### src/rtl/apb_pkg.sv
// Shared types and constants for the round-robin APB master.
// The optional ACCESS-phase timeout is built in when APB_TIMEOUT_EN is defined.
package apb_pkg;

  localparam int ADDR_W = 8;
  localparam int DATA_W = 32;

  typedef enum logic [1:0] {
    IDLE   = 2'd0,
    SETUP  = 2'd1,
    ACCESS = 2'd2
  } apb_state_e;

  // Read data returned to a requester: only an error-free read carries PRDATA.
  function automatic logic [DATA_W-1:0] completion_rdata(
    input logic              write,
    input logic              err,
    input logic [DATA_W-1:0] prdata
  );
    return (write || err) ? '0 : prdata;
  endfunction

endpackage

### src/rtl/apb_rr_arb.sv
// Combinational round-robin arbiter: the search starts one past the last
// granted requester and wraps, so every active requester is served in turn.
module apb_rr_arb #(
  parameter int NREQ  = 2,
  parameter int IDX_W = 1
) (
  input  logic [NREQ-1:0]  req_i,
  input  logic [IDX_W-1:0] last_grant_i,
  output logic [NREQ-1:0]  grant_o,
  output logic [IDX_W-1:0] grant_idx_o,
  output logic             grant_valid_o
);

  logic [IDX_W-1:0] cand;
  logic             found;

  // Pick the first active requester after last_grant_i, modulo NREQ.
  always_comb begin
    grant_o       = '0;
    grant_idx_o   = '0;
    grant_valid_o = 1'b0;
    found         = 1'b0;
    cand          = '0;
    for (int k = 1; k <= NREQ; k++) begin
      cand = IDX_W'((int'(last_grant_i) + k) % NREQ);
      if (!found && req_i[cand]) begin
        found         = 1'b1;
        grant_o[cand] = 1'b1;
        grant_idx_o   = cand;
        grant_valid_o = 1'b1;
      end
    end
  end

endmodule

### src/rtl/apb_rr_master.sv
// APB master shared by NREQ requesters through a round-robin arbiter.
// One transfer at a time: IDLE (accept) -> SETUP -> ACCESS -> IDLE, with the
// completion reported one cycle after PREADY. Defining APB_TIMEOUT_EN adds a
// wait-cycle limit that ends a stalled ACCESS phase with an error completion.
module apb_rr_master
  import apb_pkg::*;
#(
  parameter int NREQ    = 2,
  parameter int TIMEOUT = 16
) (
  input  logic                   PCLK,
  input  logic                   PRESETn,
  input  logic [NREQ-1:0]        req_valid,
  input  logic [NREQ-1:0]        req_write,
  input  logic [NREQ*ADDR_W-1:0] req_addr,
  input  logic [NREQ*DATA_W-1:0] req_wdata,
  output logic [NREQ-1:0]        req_ready,
  output logic [NREQ-1:0]        rsp_valid,
  output logic [DATA_W-1:0]      rsp_rdata,
  output logic                   rsp_err,
  output logic                   PSEL,
  output logic                   PENABLE,
  output logic                   PWRITE,
  output logic [ADDR_W-1:0]      PADDR,
  output logic [DATA_W-1:0]      PWDATA,
  input  logic [DATA_W-1:0]      PRDATA,
  input  logic                   PREADY,
  input  logic                   PSLVERR
);

  localparam int IDX_W = $clog2(NREQ);

  apb_state_e        state_q, state_d;
  logic [IDX_W-1:0]  last_grant_q, last_grant_d;
  logic [IDX_W-1:0]  grant_idx_q, grant_idx_d;
  logic              write_q, write_d;
  logic [ADDR_W-1:0] addr_q, addr_d;
  logic [DATA_W-1:0] wdata_q, wdata_d;
  logic [NREQ-1:0]   rsp_valid_q, rsp_valid_d;
  logic              rsp_err_q, rsp_err_d;
  logic [DATA_W-1:0] rsp_rdata_q, rsp_rdata_d;
  logic [NREQ-1:0]   ready_c;

  logic [NREQ-1:0]   arb_grant;
  logic [IDX_W-1:0]  arb_idx;
  logic              arb_valid;

  // Per-requester views of the flat address/data buses.
  logic [ADDR_W-1:0] addr_arr  [NREQ];
  logic [DATA_W-1:0] wdata_arr [NREQ];

  for (genvar i = 0; i < NREQ; i++) begin : g_unpack
    assign addr_arr[i]  = req_addr[i*ADDR_W +: ADDR_W];
    assign wdata_arr[i] = req_wdata[i*DATA_W +: DATA_W];
  end

  apb_rr_arb #(
    .NREQ  (NREQ),
    .IDX_W (IDX_W)
  ) u_arb (
    .req_i         (req_valid),
    .last_grant_i  (last_grant_q),
    .grant_o       (arb_grant),
    .grant_idx_o   (arb_idx),
    .grant_valid_o (arb_valid)
  );

`ifdef APB_TIMEOUT_EN
  localparam int CNT_W = $clog2(TIMEOUT + 1);
  logic [CNT_W-1:0] wait_cnt_q, wait_cnt_d;

  // Count of PREADY=0 cycles in the current ACCESS phase.
  always_ff @(posedge PCLK or negedge PRESETn) begin
    if (!PRESETn) wait_cnt_q <= '0;
    else          wait_cnt_q <= wait_cnt_d;
  end
`else
  // TIMEOUT only matters when the timeout option is built in.
  logic timeout_unused;
  assign timeout_unused = (TIMEOUT > 0);
`endif

  // State register and transfer/completion registers.
  always_ff @(posedge PCLK or negedge PRESETn) begin
    if (!PRESETn) begin
      state_q      <= IDLE;
      last_grant_q <= IDX_W'(NREQ - 1);
      grant_idx_q  <= '0;
      write_q      <= 1'b0;
      addr_q       <= '0;
      wdata_q      <= '0;
      rsp_valid_q  <= '0;
      rsp_err_q    <= 1'b0;
      rsp_rdata_q  <= '0;
    end else begin
      // NOTE: registers use non-blocking assignments so every flop samples the pre-edge values.
      state_q      <= state_d;
      last_grant_q <= last_grant_d;
      grant_idx_q  <= grant_idx_d;
      write_q      <= write_d;
      addr_q       <= addr_d;
      wdata_q      <= wdata_d;
      rsp_valid_q  <= rsp_valid_d;
      rsp_err_q    <= rsp_err_d;
      rsp_rdata_q  <= rsp_rdata_d;
    end
  end

  // Next-state, acceptance and completion logic.
  always_comb begin
    // NOTE: every signal written here gets a default first, so no path can infer a latch.
    state_d      = state_q;
    last_grant_d = last_grant_q;
    grant_idx_d  = grant_idx_q;
    write_d      = write_q;
    addr_d       = addr_q;
    wdata_d      = wdata_q;
    rsp_valid_d  = '0;
    rsp_err_d    = 1'b0;
    rsp_rdata_d  = '0;
    ready_c      = '0;
`ifdef APB_TIMEOUT_EN
    wait_cnt_d   = wait_cnt_q;
`endif

    unique case (state_q)
      IDLE: begin
        if (arb_valid) begin
          ready_c      = arb_grant;
          grant_idx_d  = arb_idx;
          last_grant_d = arb_idx;
          write_d      = req_write[arb_idx];
          addr_d       = addr_arr[arb_idx];
          wdata_d      = wdata_arr[arb_idx];
          state_d      = SETUP;
`ifdef APB_TIMEOUT_EN
          wait_cnt_d   = '0;
`endif
        end
      end

      SETUP: state_d = ACCESS;

      ACCESS: begin
        if (PREADY) begin
          state_d                  = IDLE;
          rsp_valid_d[grant_idx_q] = 1'b1;
          rsp_err_d                = PSLVERR;
          rsp_rdata_d              = completion_rdata(write_q, PSLVERR, PRDATA);
        end
`ifdef APB_TIMEOUT_EN
        else if (wait_cnt_q == CNT_W'(TIMEOUT - 1)) begin
          // This stall cycle brings the count to TIMEOUT: give up with an error.
          wait_cnt_d               = wait_cnt_q + 1'b1;
          state_d                  = IDLE;
          rsp_valid_d[grant_idx_q] = 1'b1;
          rsp_err_d                = 1'b1;
        end else begin
          wait_cnt_d = wait_cnt_q + 1'b1;
        end
`endif
      end

      default: state_d = IDLE;
    endcase
  end

  // Acceptance is held low while reset is asserted, even with requests pending.
  assign req_ready = PRESETn ? ready_c : '0;

  assign PSEL      = (state_q != IDLE);
  assign PENABLE   = (state_q == ACCESS);
  assign PWRITE    = write_q;
  assign PADDR     = addr_q;
  assign PWDATA    = wdata_q;
  assign rsp_valid = rsp_valid_q;
  assign rsp_err   = rsp_err_q;
  assign rsp_rdata = rsp_rdata_q;

endmodule

### config.mk
export PLATFORM = sky130hd
export DESIGN_NAME = apb_rr_master
export DESIGN_NICKNAME = d
export VERILOG_FILES = /design/src/rtl/apb_pkg.sv /design/src/rtl/apb_rr_arb.sv /design/src/rtl/apb_rr_master.sv
export SDC_FILE = /design/constraint.sdc
export NUM_CORES = 1
export LEC_CHECK = 0
export ABC_AREA = 1
export CORE_ASPECT_RATIO = 1.75
export CORE_MARGIN = 5
export CORE_UTILIZATION = 31
export DETAILED_ROUTE_END_ITERATION = 10
export PLACE_DENSITY = 0.63
export SYNTH_ARGS = -nofsm -noshare
export SYNTH_HDL_FRONTEND = slang
export SYNTH_SLANG_ARGS = --single-unit
### constraint.sdc
create_clock -name PCLK -period 3.05 [get_ports PCLK]
set_input_delay 0.7625 -clock PCLK [delete_from_list [all_inputs] [get_ports PCLK]]
set_output_delay 0.7625 -clock PCLK [all_outputs]
set_load 0.01 [all_outputs]
==> metrics.yaml, run 1 <==
fin_crit_ns: 2.913
syn_to_final_growth_pct: 64.04
finalSetupViolCount: 0
cts_sinks: 80
grt_pass1_wl_um: 18420
routed_wl_um: 11790
slew_violations: 0
core-area_um2: 12000
period_share_pct: 95.51
clk_latency_ns: 0.33
first_global_vias: 3755
syn_area_um2: 3796
gp_congestion: 0.7910
die_area_um2: 14650
worst_pin_slew_ns: 1.077
hpwlAfterDp_um: 9011
first_iter_violations: 122
die_y_um: 156.4
drt_first_pass_iters: 4
endpoint_kind: "output port"
worstSetupPathType: "input pin to output port"
cp.arrival_ns: 2.15
yosysTopAreaCellShare_pct: 52.08
yosysWarnings: 0
finalNonFillerCells: 847
critPathRequiredTime_ns: 2.29
fillers: 1165
synth.avg_cell_area_um2: 7.795
holdBufCountCts: 0
io_buffers: 199
via_per_inst: 4.323
path_clk_slew_ns: 0.06
power_density_nw_per_um2: 766.1
rsz0062_at_grt: "false"
tns_ns: 0
ys_seq_area_share_pct: 52.77
syn-num-nets: 607
cp-start-kind: "input pin"
ant_nets: 0
vias: 3662
io_pins: 200
htree_num_levels: 3
cp_max_fo: 3
start_util_pct: 31.63
cts.repair.resized: 0
slew_headroom_pct: 28.20
cts_tree: "done"
rows: 53
synth_top_cells_by_area: "dfrtp_1, nand2_1, inv_1, nand3_1, nor3_1"
place_inst: 831
die_w_um: 93.65
finalClockSkew_ns: 0.007160
mostFrequentLayoutCell: "clkdlybuf4s50_1"
diodes: 0
numCtsBuffers: 9
synth_top_cell_by_area: "dfrtp_1"
status: "finished clean"
syn-instance-count: 487
holdWs_ns: 0.4531
ir_drop_mv: 0.7198
cts_root_buf: "clkbuf_16"
drive_gt1_share_pct: 5.132
fin_nets: 797
hp-class: "flop to flop"
post_cts.repair.setup_buffers: 0
synth_seq_cells: 80
drc: 0
synth.distinct_cells: 21
fmax_ghz: 0.3433
grt.total_usage_pct: 16.00
antenna_found_initial: 0
layout_common_cells: "clkdlybuf4s50_1, nand2_1, inv_1"
p_leak_nw: 3.221
maxCapViolations: 0
wl_per_cell_um: 13.91
grt_max_degree: 48
r2r_slack_ns: 1.22
grt.overflow.total: 0
finalHoldViolCount: 0
clk_path_buf_depth: 2
## final timing paths
path | from | cells past startpoint | to
min reg2reg | grant_idx_q | 1 | rsp_valid[0]
max reg2reg | last_grant_q | 7 | PWDATA[28]
min in group asynchronous | PRESETn | 2 | PWDATA[8]
max | req_valid[0] | 5 | req_ready[1]
min | grant_idx_q | 1 | rsp_valid[0]
max in group asynchronous | PRESETn | 3 | rsp_rdata[28]
## kinds of logic (layout without fill, tap and decap cells)
| family | Yosys count | after routing | share of synthesized area [%] |
|---|---|---|---|
| flip-flops | 80 | 80 | 52.77 |
| AO/OA/AOI/OAI | 3 | 3 | 0.3954 |
| buffers and inverters | 149 | 344 | 16.61 |
| AND/OR/NAND/NOR | 255 | 255 | 30.22 |
## metal layers
metal	vias up	GRT usage (%)	part of all wire, %
li1	1823	-	-
met1	1690	16.97	36
met2	133	29.80	55
met3	16	3.175	5.9
met4	0	7.507	2.8
met5	-	0	0
## power breakdown
part           internal (mW)  total, mW  switching, mW
clock                  0.806       1.23          0.421
combinational          0.942       1.97           1.03
sequential              1.40       1.58          0.179
## through the flow
| stage | worst slack [ns] | area (um^2) | util (%) | power [mW] |
|---|---|---|---|---|
| 3_3_place_gp | 0.1655 | 5883 | 49.01 | 3.571 |
| 6_report | 0.1369 | 6227 | 51.88 | 4.771 |
| 5_1_grt | 0.01632 | 6227 | 51.88 | 5.094 |
| 3_5_place_dp | 0.1470 | 5883 | 49.01 | 3.602 |
| 2_1_floorplan | 0.8896 | 3796 | - | 2.554 |
| 4_1_cts | 0.1298 | 6227 | 51.88 | 4.864 |
## cell type report
class                      instances  area [um^2]  share of cell area (%)
sequential                        80         2003                   32.17
multi-input combinational        258         1162                   18.67
inverter                         121        454.2                   7.294
tap                              165        206.4                   3.315
timing repair buffer             207         2057                   33.03
clock buffer                      10        229.0                   3.677
clock inverter                     6        115.1                   1.848
## Yosys cell counts (all sizes together)
master / number
nand2: 131
inv: 121
nand3: 82
dfrtp: 79
nor3: 33
buf: 23
nor2: 7
clkbuf: 5
o21ai: 3
dfstp: 1
nand4: 1
or2: 1
## sequential cells by signal, summed over array words and instances, names as in the netlist
name          flops
PADDR             8
PWDATA           32
state_q           2
rsp_err           1
rsp_rdata        32
last_grant_q      1
grant_idx_q       1
PWRITE            1
rsp_valid         2
## worst max-delay path: stages
cell             delay [ns]
clkdlybuf4s50_1        0.47
nand2_1                0.11
nand4_1                0.13
nor2_1                 0.13
clkdlybuf4s50_1        0.55
(Power assumes the default switching activity.)
==> inputs of run 2 (changes only) <==
ABC_AREA = not set   (was 1)
HOLD_SLACK_MARGIN = 0.06   (was not set)
PLACE_DENSITY = 0.66   (was 0.63)
==> run 2 against run 1 <==
Effect of this change:
- non-clock buffer count grew 2
- worst setup slack worse by 0.062 ns
- global-route usage is 1.9 points higher
- register-to-register slack improved by 0.02 ns
- synthesized area shrank 13%
- synthesized cell count fell by 33%
- clock skew is 0.00057 ns lower
- fmax fell by 2.1%
- combinational power shrank 5%
- largest power group unchanged
- clock-buffer cell count stayed put
- first-iteration DRC count is 7.4% higher
- largest cell class unchanged
- highest routed layer unchanged
==> metrics.yaml, run 2 <==
synth-edff-count: 0  # unchanged
dpl_worst_slack_ns: 0.06545  # -0.08156 ns
synth.distinct_cells: 23  # +9.5%
cts_sinks: 80  # unchanged
vias: 3123  # -15%
worstSetupPathType: "input pin to output port"
syn_to_final_growth_pct: 72.14
yosysTopAreaCellShare_pct: 59.56  # +7.5 points
switching_share_pct: 34.11  # +0.061 points
synth_fa_ha_area_share_pct: 0  # unchanged
finalSetupViolCount: 0  # unchanged
syn-instance-count: 326  # -33%
pwr-share-comb_pct: 42.2  # +1.0 points
cts_tree: "done"
synth.avg_cell_area_um2: 10.18  # +31%
clk_path_buf_depth: 2  # unchanged
r2r_start: "state_q[1]"
drc: 0  # unchanged
timing.final.ws_setup_ns: 0.07449  # -0.06245 ns
first_iter_violations: 131  # +7.4%
critPathRequiredTime_ns: 2.29  # about the same
synth_top_family_by_area: "simple AND/OR/NAND/NOR gates"
holdBufCountCts: 0  # unchanged
io_buffers: 199  # unchanged
status: "finished clean"
endpoint_kind: "output port"
synth_top_cell_by_area: "dfrtp_1"
slew_violations: 0  # unchanged
syn_area_um2: 3319  # -13%
first_global_vias: 3284  # -13%
synth_compound_area_share_pct: 17.08  # +17 points
ir_drop_mv: 0.3977  # -45%
cp-start-kind: "input pin"
fin_crit_ns: 2.976  # +0.06245 ns
htree_num_levels: 3  # unchanged
post_cts.repair.setup_buffers: 0  # unchanged
syn-num-nets: 446  # -27%
die_area_um2: 12960  # -12%
grt_pass1_wl_um: 17490  # -5.1%
routed_wl_um: 11250  # -4.6%
maxCapViolations: 0  # unchanged
p_leak_nw: 2.412  # -25%
hp-class: "input pin to async pin"
yosysWarnings: 0  # unchanged
start_util_pct: 31.40  # -0.23 points
seq_power_share_pct: 35.6  # +2.5 points
timing.rr.end: "PWDATA[20]"
p_int_mw: 2.941  # -6.5%
mostFrequentLayoutCell: "clkdlybuf4s50_1"
synth_top_cells_by_area: "dfrtp_1, nand2_1, a21oi_1, and2_1, a31oi_1"
fillers: 945  # -19%
rsz0062_at_grt: "false"
diodes: 0  # unchanged
ant_nets: 0  # unchanged
drive_gt1_share_pct: 7.810  # +2.7 points
p_sw_mw: 1.523  # -6.3%
regArea_um2: 2003  # unchanged
layout_common_cells: "clkdlybuf4s50_1, nand2_1, dfrtp_1"
path_clk_slew_ns: 0.06  # about the same
synth-simple-area-share_pct: 18.17  # -12 points
synth-main-ff-cell: "dfrtp_1"
synthMuxAreaShare_pct: 0  # unchanged
yosysMostFrequentCell: "nand2_1"
finalClockSkew_ns: 0.006588  # -0.0005723 ns
antenna_found_initial: 0  # unchanged
die_y_um: 146.9  # -6.1%
grt_max_degree: 79  # +65%
clk_latency_ns: 0.33  # about the same
rows: 50  # -5.7%
hpwlAfterDp_um: 8322  # -7.6%
numCtsBuffers: 9  # unchanged
finalHoldViolCount: 0  # unchanged
via_per_inst: 4.768  # +10%
drt_first_pass_iters: 4  # unchanged
die_w_um: 88.22  # -5.8%
fmax_ghz: 0.3361  # -2.1%
reg2regPathDepth: 4  # -3
grt.overflow.total: 0  # unchanged
tns_ns: 0  # unchanged
core-area_um2: 10570  # -12%
synth_seq_cells: 80  # unchanged
io_pins: 200  # unchanged
period_share_pct: 97.56  # +2.0 points
synth_commonest_cells: "nand2_1, dfrtp_1, a21oi_1, and2_1, a31oi_1"
fin_nets: 640  # -20%
multi_input_area_um2: 1190  # +2.4%
worst_pin_slew_ns: 0.9959  # -0.08106 ns
power_density_nw_per_um2: 781.2  # +2.0%
pwr-share-clk_pct: 22.2  # -3.5 points
r2r_slack_ns: 1.24  # +0.02 ns
cts.repair.resized: 0  # unchanged
wl_per_cell_um: 17.17  # +23%
cp.arrival_ns: 2.21  # +0.06 ns
gp_congestion: 0.7639  # -3.4%
ys_seq_area_share_pct: 60.35  # +7.6 points
cts_root_buf: "clkbuf_16"
cp_max_fo: 5  # +2
grt.total_usage_pct: 17.87  # +1.9 points
synth-async-reset-ratio_pct: 100.0  # unchanged
slew_headroom_pct: 33.60  # +5.4 points
synth-xor-area-share_pct: 0  # unchanged
==> run 2: cell types whose count changed after synthesis, sizes merged, moves of 3 or more <==
cell,delta
a31oi,+42
and3,+3
inv,-119
and2,+34
clkbuf,+13
buf,-15
nor2,-4
nor3,-32
nand3,-82
nand2,-48
a21oi,+43
==> run 2: cells by family (layout without fill, tap and decap cells) <==
kind of cell | Yosys count | after routing
AND/OR/NAND/NOR | 130 | 130
AO/OA/AOI/OAI | 88 | 88
buffers and inverters | 28 | 227
flip-flops | 80 | 80
==> run 2: worst max-delay path by stage <==
stage	from	end	depth (start not counted)
after floorplan	req_valid[1]	req_ready[0]	3
after global placement	req_valid[1]	req_ready[0]	5
after detailed placement	req_valid[1]	req_ready[0]	5
after CTS	req_valid[1]	req_ready[0]	5
after global routing	req_valid[1]	req_ready[0]	5
final	req_valid[1]	req_ready[0]	5
==> run 2: stage by stage <==
step / total power [mW] / instances / util [%] / hold WS [ns] / cell area [um^2]
after floorplan: 2.506 / 326 / - / 0.4170 / 3319
after global placement: 3.477 / 639 / 51.46 / 0.4642 / 5440
after detailed placement: 3.521 / 639 / 51.46 / 0.4554 / 5440
after CTS: 4.526 / 655 / 54.05 / 0.2041 / 5714
after global routing: 4.779 / 655 / 54.05 / 0.1942 / 5714
final: 4.464 / 655 / 54.05 / 0.2161 / 5714
==> run 2: power by group through the flow <==
stage	combinational (mW)	sequential (mW)	clock, mW
finish	1.88	1.59	0.990
floorplan	0.786	1.72	0
detailed placement	1.92	1.60	0
CTS	1.92	1.59	1.01
global placement	1.88	1.59	0
global route	2.06	1.64	1.07
==> run 2: cell type report <==
type	instances	share of cell area, %
Timing Repair Buffer	209	36.35
Sequential cell	80	35.06
Multi-Input combinational cell	218	20.82
Clock buffer	10	4.007
Tap cell	130	2.847
Clock inverter	6	0.7883
Inverter	2	0.1314
==> run 2: per-layer routing <==
layer | vias up | GRT usage (%) | share of wire, %
met5 | - | 0 | 0
met4 | 0 | 7.186 | 2.9
met3 | 26 | 4.882 | 6.6
met2 | 110 | 32.61 | 56
met1 | 1497 | 18.68 | 34
li1 | 1490 | - | -
==> run 2: worst max-delay path: stages <==
cell	delay, ns
clkdlybuf4s50_1	0.54
nand2b_1	0.07
and3_1	0.19
and2_1	0.15
clkdlybuf4s50_1	0.50
==> inputs of run 3 (changes only) <==
SLEW_MARGIN = 20   (was not set)
==> run 3 against run 2 <==
Effect of this change:
- cell area is 0.11% higher
- routed wire length grew 0.21%
- via count increased by 0.22%
- sequential power hardly changed
- worst hold slack improved by 0.0031 ns
- combinational power is essentially flat
- sequential share of layout area hardly changed
==> metrics.yaml, run 3 (synthesis gave the netlist of run 2 again) <==
status: "finished clean"
layout_common_cells: "clkdlybuf4s50_1, nand2_1, dfrtp_1"
holdBufCountCts: 0  # unchanged
finalClockSkew_ns: 0.006802  # +0.0002138 ns
cts_root_buf: "clkbuf_16"
wl_met2_um: 6308  # -0.19%
start_util_pct: 31.40  # unchanged
ir_drop_mv: 0.3982  # +0.13%
numCtsBuffers: 9  # unchanged
tns_ns: 0  # unchanged
first_iter_violations: 134  # +2.3%
syn_to_final_growth_pct: 72.33
drt_first_pass_iters: 4  # unchanged
r2r_start: "state_q[1]"
wl_per_cell_um: 17.21  # +0.21%
cp.arrival_ns: 2.11  # -0.10 ns
period_share_pct: 94.29  # -3.3 points
via_per_inst: 4.779  # +0.22%
gp_congestion: 0.7639  # unchanged
antenna_found_initial: 0  # unchanged
htree_num_levels: 3  # unchanged
holdWs_ns: 0.2192  # +0.003109 ns
cts_tree: "done"
crit_path_frequent_cell: "clkdlybuf4s50_1"
cts.repair.resized: 0  # unchanged
core-area_um2: 10570  # unchanged
drc: 0  # unchanged
ant_nets: 0  # unchanged
slew_headroom_pct: 52.80  # +19 points
power_density_nw_per_um2: 780.4  # about the same
highest_layer: "met4"
worst_pin_slew_ns: 0.7080  # -0.2879 ns
wl_met1_um: 3860  # about the same
io_buffers: 199  # unchanged
die_w_um: 88.22  # unchanged
finalSetupViolCount: 0  # unchanged
critPathRequiredTime_ns: 2.29  # about the same
grt.total_usage_pct: 17.87  # unchanged
path_buf_inv: 2  # unchanged
io_pins: 200  # unchanged
vias: 3130  # +0.22%
grt.overflow.total: 0  # unchanged
diodes: 0  # unchanged
maxCapViolations: 0  # unchanged
timing.rr.end: "PWDATA[20]"
path_delay_family: "buffers and inverters"
clk_path_buf_depth: 2  # unchanged
rsz0062_at_grt: "false"
mostFrequentLayoutCell: "clkdlybuf4s50_1"
reg2regPathDepth: 4  # unchanged
finalHoldViolCount: 0  # unchanged
die_area_um2: 12960  # unchanged
rows: 50  # unchanged
cpPeakStageDelay_ns: 0.56  # +0.02 ns
drive_gt1_share_pct: 7.810  # unchanged
slew_violations: 0  # unchanged
cp_cell_sequence: "clkdlybuf4s50_1 > and3_1 > and2_1 > clkdlybuf4s50_1"
wl_met3_um: 778  # +5.0%
worstSetupPathType: "input pin to output port"
p_leak_nw: 2.422  # +0.43%
cp_max_fo: 3  # -2
hp-class: "input pin to async pin"
first_global_vias: 3284  # unchanged
cts_sinks: 80  # unchanged
die_y_um: 146.9  # unchanged
path_clk_slew_ns: 0.06  # about the same
r2r_slack_ns: 1.24  # about the same
power_mw: 4.464  # about the same
clk_latency_ns: 0.33  # about the same
hpwlAfterDp_um: 8322  # unchanged
fin_nets: 640  # unchanged
endpoint_kind: "output port"
fin_crit_ns: 2.876  # -0.09965 ns
routed_wl_um: 11270  # +0.21%
fmax_ghz: 0.3477  # +3.5%
grt_max_degree: 79  # unchanged
cp-start-kind: "input pin"
post_cts.repair.setup_buffers: 0  # unchanged
critPathSlowestCell: "clkdlybuf4s50_1"
grt_pass1_wl_um: 17490  # unchanged
run 3: cell count changes in the layout (fill, tap and decap cells not counted):
cell	change
buf_4	-1
buf_6	+1
clkdlybuf4s50_1	-1
dlymetal6s2s_1	+1
run 3: how the worst max path moves through the flow:
stage                       from      endpoint  cells after the start
global route        req_valid[0]  req_ready[0]                      4
CTS                 req_valid[1]  req_ready[0]                      5
detailed placement  req_valid[1]  req_ready[0]                      5
finish              req_valid[0]  req_ready[0]                      4
floorplan           req_valid[1]  req_ready[0]                      3
global placement    req_valid[1]  req_ready[0]                      5
run 3: stage by stage:
| step | cell area [um^2] | util [%] | cells | worst slack [ns] |
|---|---|---|---|---|
| after detailed placement | 5440 | 51.46 | 639 | 0.06545 |
| after global placement | 5440 | 51.46 | 639 | 0.1016 |
| after global routing | 5720 | 54.11 | 655 | 0.1170 |
| after CTS | 5714 | 54.05 | 655 | 0.06545 |
| final | 5720 | 54.11 | 655 | 0.1741 |
| after floorplan | 3319 | - | 326 | 1.140 |
run 3: report_power, final:
part	internal (mW)	switching (mW)	leakage [nW]
clock	0.554	0.436	0.125
sequential	1.40	0.194	0.992
combinational	0.992	0.893	1.31
run 3: cell type report:
type | count | area [um^2]
Clock buffer | 10 | 229.0
Clock inverter | 6 | 45.04
Fill cell | 948 | 4852
Inverter | 2 | 7.507
Multi-Input combinational cell | 218 | 1190
Sequential cell | 80 | 2003
Tap cell | 130 | 162.7
Timing Repair Buffer | 209 | 2083
run 3: layer usage:
| metal | up-vias | GRT usage, % |
|---|---|---|
| met4 | 0 | 7.186 |
| met3 | 26 | 4.882 |
| met2 | 122 | 32.61 |
| li1 | 1492 | - |
| met5 | - | 0 |
| met1 | 1490 | 18.68 |
